===== src/rtl/mem_port_arbiter_pkg.sv =====
// Shared types for the unified-memory port arbiter: FSM states, port owners
// and the round-robin grant rule.
package mem_port_arbiter_pkg;

  typedef enum logic [1:0] {
    IDLE  = 2'd0,
    ISSUE = 2'd1,
    WAIT  = 2'd2,
    DONE  = 2'd3
  } state_e;

  typedef enum logic {
    OWN_IF = 1'b0,
    OWN_D  = 1'b1
  } owner_e;

  localparam int unsigned CNT_W = 2;

  // On a tie the port that did not win last time is granted.
  function automatic owner_e rr_pick(logic if_req, logic d_req, owner_e last_grant);
    if (if_req && d_req) return (last_grant == OWN_IF) ? OWN_D : OWN_IF;
    else if (d_req)      return OWN_D;
    else                 return OWN_IF;
  endfunction

endpackage


===== src/rtl/mem_port_arbiter.sv =====
// Arbitrates the multicycle CPU's single memory between instruction fetch and
// load/store, sequencing each access as IDLE -> ISSUE -> (WAIT) -> DONE.
module mem_port_arbiter
  import mem_port_arbiter_pkg::*;
#(
  parameter int ADDR_W  = 8,
  parameter int DATA_W  = 32,
  parameter int MEM_LAT = 1
) (
  input  logic              clk,
  input  logic              reset,
  input  logic              if_req,
  input  logic [ADDR_W-1:0] if_addr,
  output logic [DATA_W-1:0] if_rdata,
  output logic              if_valid,
  input  logic              d_req,
  input  logic              d_we,
  input  logic [ADDR_W-1:0] d_addr,
  input  logic [DATA_W-1:0] d_wdata,
  output logic [DATA_W-1:0] d_rdata,
  output logic              d_valid,
  output logic [ADDR_W-1:0] mem_addr,
  output logic [DATA_W-1:0] mem_wdata,
  output logic              mem_we,
  input  logic [DATA_W-1:0] mem_rdata,
  output logic              busy
);

  localparam logic [CNT_W-1:0] LAT_M1 = CNT_W'(MEM_LAT - 1);

  state_e            state_q;
  owner_e            owner_q;
  owner_e            last_grant_q;
  owner_e            grant_d;
  logic              we_q;
  logic [CNT_W-1:0]  cnt_q;
  logic [ADDR_W-1:0] mem_addr_q;
  logic [DATA_W-1:0] mem_wdata_q;
  logic              mem_we_q;
  logic [DATA_W-1:0] if_rdata_q;
  logic [DATA_W-1:0] d_rdata_q;
  logic              if_valid_q;
  logic              d_valid_q;
  logic              busy_q;

  always_comb begin
    grant_d = rr_pick(if_req, d_req, last_grant_q);
  end

  // mem_addr_q/mem_wdata_q double as the transaction latch; they are cleared
  // on the way back to IDLE so the memory pins read 0 between accesses.
  always_ff @(posedge clk) begin
    if (!reset) begin
      state_q      <= IDLE;
      owner_q      <= OWN_IF;
      last_grant_q <= OWN_D;
      we_q         <= 1'b0;
      cnt_q        <= '0;
      mem_addr_q   <= '0;
      mem_wdata_q  <= '0;
      mem_we_q     <= 1'b0;
      if_rdata_q   <= '0;
      d_rdata_q    <= '0;
      if_valid_q   <= 1'b0;
      d_valid_q    <= 1'b0;
      busy_q       <= 1'b0;
    end else begin
      if_valid_q <= 1'b0;
      d_valid_q  <= 1'b0;
      case (state_q)
        IDLE: begin
          if (if_req || d_req) begin
            state_q <= ISSUE;
            owner_q <= grant_d;
            busy_q  <= 1'b1;
            if (grant_d == OWN_D) begin
              mem_addr_q  <= d_addr;
              mem_wdata_q <= d_wdata;
              we_q        <= d_we;
              mem_we_q    <= d_we;
            end else begin
              mem_addr_q  <= if_addr;
              mem_wdata_q <= '0;
              we_q        <= 1'b0;
              mem_we_q    <= 1'b0;
            end
          end
        end
        ISSUE: begin
          mem_we_q <= 1'b0;
          if (we_q) begin
            state_q   <= DONE;
            d_valid_q <= 1'b1;
          end else begin
            state_q <= WAIT;
            cnt_q   <= LAT_M1;
          end
        end
        WAIT: begin
          if (cnt_q == '0) begin
            state_q <= DONE;
            if (owner_q == OWN_IF) begin
              if_rdata_q <= mem_rdata;
              if_valid_q <= 1'b1;
            end else begin
              d_rdata_q <= mem_rdata;
              d_valid_q <= 1'b1;
            end
          end else begin
            cnt_q <= cnt_q - 1'b1;
          end
        end
        DONE: begin
          state_q      <= IDLE;
          last_grant_q <= owner_q;
          busy_q       <= 1'b0;
          we_q         <= 1'b0;
          mem_addr_q   <= '0;
          mem_wdata_q  <= '0;
        end
        default: state_q <= IDLE;
      endcase
    end
  end

  always_comb begin
    mem_addr  = mem_addr_q;
    mem_wdata = mem_wdata_q;
    mem_we    = mem_we_q;
    if_rdata  = if_rdata_q;
    d_rdata   = d_rdata_q;
    if_valid  = if_valid_q;
    d_valid   = d_valid_q;
    busy      = busy_q;
  end

endmodule


===== config.mk =====
export PLATFORM = sky130hd
export DESIGN_NAME = mem_port_arbiter
export DESIGN_NICKNAME = d
export VERILOG_FILES = /design/src/rtl/mem_port_arbiter_pkg.sv /design/src/rtl/mem_port_arbiter.sv
export SDC_FILE = /design/constraint.sdc
export NUM_CORES = 1
export LEC_CHECK = 0
export BUFFER_PORTS_ARGS = -buffer_cell sky130_fd_sc_hd__buf_2
export CAP_MARGIN = 10
export CORE_MARGIN = 2
export CORE_UTILIZATION = 51
export DETAILED_ROUTE_END_ITERATION = 8
export PLACE_DENSITY = 0.85
export SLEW_MARGIN = 20
export SYNTH_ARGS = -nofsm -noshare
export SYNTH_HDL_FRONTEND = slang
export SYNTH_SLANG_ARGS = --single-unit

===== constraint.sdc =====
create_clock -name clk -period 3.47 [get_ports clk]
set_input_delay 0.5205 -clock clk [delete_from_list [all_inputs] [get_ports clk]]
set_output_delay 0.5205 -clock clk [all_outputs]
set_load 0.01 [all_outputs]

### After elaboration in Yosys (flattened, before gate mapping)

Cells that the tools add are included.

| storage, ports and cells | value |
|---|---|
| flip-flop bits (word level) | 115 |
| output and inout bits | 108 |
| bits of input ports | 85 |

| cells by class | value |
|---|---|
| reduce and logical (&&, ||, !) cells | 15 |
| bitwise operators | 1 |
| mux-type cells | 27 |
| equal/unequal tests | 7 |
| add/subtract/negate cells | 1 |

Operator list:

| kind | count |
|---|---|
| two-way mux 32 bit | 2 |
| one-hot mux 32 bit (2 select lines) | 1 |
| two-way mux 8 bit | 2 |
| one-hot mux 8 bit (2 select lines) | 1 |
| AND reduction 3 bit | 4 |
| two-way mux 1 bit | 11 |
| two-way mux 2 bit | 4 |
| != test 2 bit, second input constant | 4 |
| one-hot mux 1 bit (2 select lines) | 4 |
| one-hot mux 2 bit (4 select lines) | 1 |
| AND reduction 2 bit | 4 |
| nonzero test 2 bit | 3 |
| == test 2 bit, second input constant | 2 |
| zero test 2 bit | 2 |
| one-hot mux 2 bit (2 select lines) | 1 |
| == test 2 x 1 -> 1 bit, second input constant | 1 |
| subtractor 2 x 1 -> 2 bit, second input constant | 1 |
| logical AND 1 bit | 1 |
| logical OR 1 bit | 1 |
| inverter 1 bit | 1 |

### Longest topological paths before layout

Gate-level depths: netlist of the first run.

| depth | value |
|---|---|
| word-level depth | 5 |
| gate-level depth with buffers | 8 |
| gate-level depth less buffers | 5 |

### Least setup slack after synthesis of the first run

OpenSTA, ideal clock, no wires.

| timing path | value |
|---|---|
| kind | register to register |
| from | register state_q[1] |
| to | register mem_addr_q[0] (netlist: mem_addr[0]) |
| data arrival time | 1.399 ns |
| cell stages (with the launch flop) | 8 |
| period minus slack after synthesis | 1.533 ns |
| buffers on the path | 2 |
| setup slack | 1.937 ns |
| data required time | 3.335 ns |
| cells stage by stage | dfxtp_1 -> inv_1 -> ha_1 -> nor3b_4 -> buf_6 -> o21a_1 -> buf_6 -> o2bb2ai_1 |

| between the ends | value |
|---|---|
| word-level cells in the longest chain between the ends | 3 |
| elaborated cells on any way between the ends | 6 |
| those cells by class | eq/ne: 2; mux: 1; reduce/logical: 3 |

RTL lines:

| element | RTL line | text |
|---|---|---|
| start, declared | mem_port_arbiter.sv:31 | `state_e state_q;` |
| start signal, assigned | mem_port_arbiter.sv:54 | `state_q <= IDLE;` |
| start signal, assigned | mem_port_arbiter.sv:73 | `state_q <= ISSUE;` |
| start signal, assigned | mem_port_arbiter.sv:92 | `state_q <= DONE;` |
| == test 2 bit or zero test 2 bit (tied branches) | mem_port_arbiter.sv:70 | `case (state_q)` |
| nonzero test 2 bit (no line) or != test 2 bit (tied branches) | n/a |  |
| AND reduction 2 bit (no line) | n/a |  |
| end signal, assigned | mem_port_arbiter.sv:77 | `mem_addr_q <= d_addr;` |
| end signal, assigned | mem_port_arbiter.sv:82 | `mem_addr_q <= if_addr;` |
| end, declared | mem_port_arbiter.sv:37 | `logic [ADDR_W-1:0] mem_addr_q;` |

Parallel ways exist; a longest one is shown, timed or not.
A chain may end at the register's enable or synchronous reset.

### Worst setup path in the final report of the first run

| timing path | value |
|---|---|
| from | register state_q[1] |
| to | register mem_addr_q[1] (netlist: mem_addr[1]) |

Same word-level chain as after synthesis.

==> results.txt, run 1 <==
Vias in the first global route = 4155
IO Count = 193
Tmin final = 2530 ps
Syn nets = 617
Post-synthesis register bit count = 115
Crit-path cells = inv_1 > ha_1 > nor2b_2 > o211ai_1 > o2bb2ai_1
Worst-path maximum fanout = 24
Final setup fails = 0
Post-DP HPWL = 8340 um
Max Cap Viol = 0
First-pass GRT wire length = 19400 um
Die height = 96.7 um
Register area = 2300 um2
Non-Filler Instances = 818
Tcrit/Tclk final = 0.728
CTS max path bufs = 2
Fill count = 633
Post-synthesis sequential area ratio = 0.525
Cells after Synth = 526
Drt pass-1 iters = 5
CORE AREA = 8260 um2
GR Overflow Total = 0
Synthesized cell area = 4390 um2
CTS Sinks = 115
RSZ-0062 raised after global routing = false
CP Launch Type = flop
Slew @ Worst Pin = 930 ps
DP Area = 5340 um2
Final Cell Area = 5940 um2
Starting Density = 0.531
# nets final = 793
Synth top area cells = dfxtp_1, a21oi_1, nand2_1
DRC viols = 0
GPL Wtd Cong = 0.834
Chip Width = 96.7 um
FF-to-FF setup slack = 940 ps
Setup TNS = 0 ps
Worst path slowest cell = nor2b_2
Synthesized area per cell = 8.34 um2
Slowest stage delay, CP = 820 ps
Library cells used by synthesis = 38
Leakage = 2.61 nW
Worst ir drop on vdd = 417 uV
HP Start = mem_rdata[5]
Most common cell after layout, fill and taps aside = buf_2
Critical Path End Type = flop
CP Data Required Time = 3870 ps
Commonest cells after routing, fill and taps aside = buf_2, nand2_1, dfxtp_1
Clock-pin slew on the worst setup and hold paths = 60 ps
Row count = 33
Yosys top cell area share = 0.525
Crit Reg-Reg Endpoint = mem_addr[1]
HP Class = input port to flop
R2r startpoint = state_q[1]
Fraction of layout cells with a size suffix above 1 = 0.331
Worst clock skew = 9.64 ps
Post-CTS Setup Inserts = 0
Antenna violations before repair = 0
# H-tree levels = 4
Status = finished, final reports clean
CTS resizes = 0
CTS Buf Count = 17
Diodes inserted = 0
Slew headroom = 0.377
CTS tree = yes
DRT iter0 DRCs = 173
Port buffer count = 192
Root Buffer = clkbuf_8
Hold Path Cell Cnt = 3
Vias per inst = 5.42
Post-Route WL = 12300 um
Ys Warns = 0
Multi-input logic area = 1850 um2
Worst Hold End = d_rdata[5]
Fmax = 396 MHz
Largest net degree at the start of global routing = 53
Layout area overhead = 35.5%
WL/cell = 15.0 um
DIE AREA = 9360 um2
GRT Total Usage = 0.253
Yosys top cell by area = dfxtp_1
Antenna Violating Nets Remaining = 0
CP arrival = 2930 ps
DP Cell Count = 787
Pins Over Slew Limit = 0
Critical path type = flop to flop
Via count of the routed design = 4437
Worst Reg-to-Reg Cells = 5
Hold_buf cts = 0
Hold Vio Cnt, Final = 0
Clock Latency Late Sink = 500 ps
Areal power density over the cells = 759 nW/um2
## how the worst max path moves through the flow
stage | start | endpoint
6_report | state_q[1] | mem_addr[1]
5_1_grt | state_q[1] | mem_addr[1]
4_1_cts | state_q[1] | mem_addr[1]
3_5_place_dp | state_q[0] | mem_addr[1]
3_3_place_gp | state_q[0] | mem_addr[2]
2_1_floorplan | state_q[1] | mem_addr[0]
## cells by family after synthesis
logic type,share of synthesized area
compound gates,0.199
mux,0.0205
buf+inv,0.0545
simple gates,0.184
fa+ha+maj,0.0171
flops,0.525
## critical path, delay by kind of cell (launching register included)
| family | cells | cell delay, ps |
|---|---|---|
| AND/OR/NAND/NOR | 1 | 820 |
| buffers and inverters | 1 | 130 |
| flip-flops | 1 | 350 |
| AO/OA/AOI/OAI | 2 | 800 |
| adder cells (fa/ha/maj) | 1 | 320 |
## layout make-up
cell class / instances / share of cell area
Inverter: 5 / 0.00316
Timing Repair Buffer: 201 / 0.179
Clock buffer: 20 / 0.0750
Multi-Input combinational cell: 362 / 0.311
Tap cell: 105 / 0.0221
Sequential cell: 115 / 0.387
Clock inverter: 10 / 0.0225
## synth_stat cells, drive strengths merged
library cell / number
a211oi: 1
a21boi: 1
a21oi: 103
a22oi: 1
and2: 2
and3: 1
and3b: 1
buf: 25
clkbuf: 19
dfxtp: 115
ha: 6
inv: 5
mux2i: 9
nand2: 134
nand2b: 1
nand3: 34
nand3b: 1
nand4b: 1
nor2: 6
nor2b: 2
nor3b: 2
nor4b: 1
o211ai: 1
o21a: 4
o21ai: 36
o21bai: 1
o2bb2ai: 8
o311a: 1
o31a: 1
o31ai: 1
or3: 1
or3b: 1
## sequential cells by signal, indices dropped and copies added (netlist names), 2 cells and up
register	count
cnt_q	2
d_rdata	32
if_rdata	32
mem_addr	8
mem_wdata	32
state_q	2
## where the power goes
| part | switching (mW) | internal [mW] | total (mW) |
|---|---|---|---|
| combinational | 0.757 | 0.425 | 1.18 |
| clock | 0.580 | 1.12 | 1.70 |
| sequential | 0.112 | 1.52 | 1.63 |
## metal layers
layer	track usage	vias up	share of wire
li1	-	2136	-
met5	0	-	0
met3	0.0809	12	0.091
met4	0.0791	0	0.011
met1	0.302	2060	0.39
met2	0.433	229	0.50
## per-stage QoR
| stage | util | setup WS (ps) | power, mW | hold slack, ps |
|---|---|---|---|---|
| after global routing | 0.720 | 797 | 4.73 | 258 |
| after global placement | 0.646 | 1250 | 2.76 | 439 |
| after detailed placement | 0.646 | 1050 | 2.81 | 443 |
| after CTS | 0.716 | 1020 | 4.51 | 252 |
| after floorplan | - | 1940 | 2.42 | 471 |
| final | 0.720 | 944 | 4.51 | 273 |
Power figures use the tool's default switching activity.
==> inputs of run 2 (changes only) <==
--- a/config.mk
+++ b/config.mk
@@ -8,9 +8,9 @@
 export BUFFER_PORTS_ARGS = -buffer_cell sky130_fd_sc_hd__buf_2
 export CAP_MARGIN = 10
 export CORE_MARGIN = 2
-export CORE_UTILIZATION = 51
+export CORE_UTILIZATION = 42
 export DETAILED_ROUTE_END_ITERATION = 8
-export PLACE_DENSITY = 0.85
+export PLACE_DENSITY = 0.75
 export SLEW_MARGIN = 20
 export SYNTH_ARGS = -nofsm -noshare
 export SYNTH_HDL_FRONTEND = slang
==> constraint.sdc (replaced) <==
create_clock -name clk -period 2.2 [get_ports clk]
set_input_delay 0.33 -clock clk [delete_from_list [all_inputs] [get_ports clk]]
set_output_delay 0.33 -clock clk [all_outputs]
set_load 0.01 [all_outputs]
==> results.txt, run 2 (synthesized netlist as in run 1, its figures left out) <==
GPL Wtd Cong = 0.780
Critical path type = flop to flop
GR Overflow Total = 0
Root Buffer = clkbuf_8
Row count = 37
Port buffer count = 192
Critical Path End Type = flop
Starting Density = 0.429
# nets final = 797
CP Data Required Time = 2620 ps
DRC viols = 0
Vias in the first global route = 4268
Slowest stage delay, CP = 390 ps
Pins Over Slew Limit = 0
Vias per inst = 5.13
Final setup fails = 0
Hold_buf cts = 0
Worst ir drop on vdd = 571 uV
Post-CTS Setup Inserts = 0
Antenna Violating Nets Remaining = 0
Slew @ Worst Pin = 644 ps
Post-DP HPWL = 8570 um
HP Class = input port to flop
Total power = 7.23 mW
CTS Sinks = 115
First-pass GRT wire length = 20100 um
Tcrit/Tclk final = 0.842
Via count of the routed design = 4388
# H-tree levels = 4
RSZ-0062 raised after global routing = false
CORE AREA = 10200 um2
Fin Hold WS = 69.4 ps
Leakage = 2.62 nW
CTS max path bufs = 2
Fmax = 540 MHz
Post-Route WL = 12500 um
Setup TNS = 0 ps
Clock Latency Late Sink = 510 ps
GRT Total Usage = 0.223
Antenna violations before repair = 0
Finished Core Util = 0.587
Areal power density over the cells = 1210 nW/um2
Hold Vio Cnt, Final = 0
Fraction of layout cells with a size suffix above 1 = 0.337
Clock-pin slew on the worst setup and hold paths = 60 ps
Status = finished, final reports clean
Non-Filler Instances = 855
Most common cell after layout, fill and taps aside = buf_2
Max Cap Viol = 0
Die height = 106 um
CTS Buf Count = 17
Worst clock skew = 7.08 ps
WL/cell = 14.6 um
Tmin final = 1850 ps
Drt pass-1 iters = 6
Slew headroom = 0.569
Worst path slowest cell = nor3b_4
Chip Width = 106 um
CP Launch Type = flop
CTS tree = yes
DP Cell Count = 823
IO Count = 193
Largest net degree at the start of global routing = 57
Layout area overhead = 36.9%
Diodes inserted = 0
DIE AREA = 11300 um2
CTS resizes = 0
Commonest cells after routing, fill and taps aside = buf_2, nand2_1, dfxtp_1
Worst-path maximum fanout = 23
DRT iter0 DRCs = 199
CP arrival = 2270 ps
Crit-path cells = inv_1 > ha_1 > nor3b_4 > buf_4 > o21ai_0 > a21oi_1
run 2: cell count changes in the layout (fill, tap and decap cells not counted):
cell	before	now
clkinvlp_4	2	4
buf_12	1	0
clkinv_4	1	3
buf_4	7	13
inv_2	1	0
clkinv_2	4	3
buf_16	1	0
run 2: critical path: cells and delay by family, from the launching register on:
family / cells / cell delay [ps]
buffers and inverters: 2 / 440
flip-flops: 1 / 330
AO/OA/AOI/OAI: 2 / 290
AND/OR/NAND/NOR: 1 / 390
adder cells (fa/ha/maj): 1 / 320
run 2: power by group:
part	switching [mW]	internal (mW)
clock	0.970	1.78
sequential	0.170	2.39
combinational	1.22	0.703
total	2.36	4.88
run 2: final cells by class:
type | instances | area, um2
multi-input cells | 362 | 1850
flip-flops and latches | 115 | 2300
repair buffers | 205 | 1060
well taps | 136 | 170
inverters | 5 | 20.0
fillers | 923 | 4230
clock inverters | 12 | 156
clock buffers | 20 | 445
run 2: worst paths after layout:
path | cells after the start | startpoint | end | slack [ps]
worst max register to register | 6 | state_q[0] | mem_wdata[24] | 350
worst min-delay path | 3 | mem_rdata[28] | if_rdata[28] | 70
worst max-delay path | 6 | state_q[0] | mem_wdata[24] | 350
worst min register to register | 2 | if_rdata[28] | if_rdata[28] | 450
run 2: stage by stage:
stage	cell area, um2	worst slack [ps]
floorplan	4390	667
global placement	5400	510
detailed placement	5400	377
CTS	6000	359
global route	6000	173
finish	6000	347
run 2: per-layer routing:
| metal | up-vias | share of wire | global-route usage |
|---|---|---|---|
| li1 | 2144 | - | - |
| met4 | 0 | 0.015 | 0.0827 |
| met2 | 187 | 0.48 | 0.378 |
| met3 | 17 | 0.085 | 0.0711 |
| met1 | 2040 | 0.42 | 0.264 |
| met5 | - | 0 | 0 |
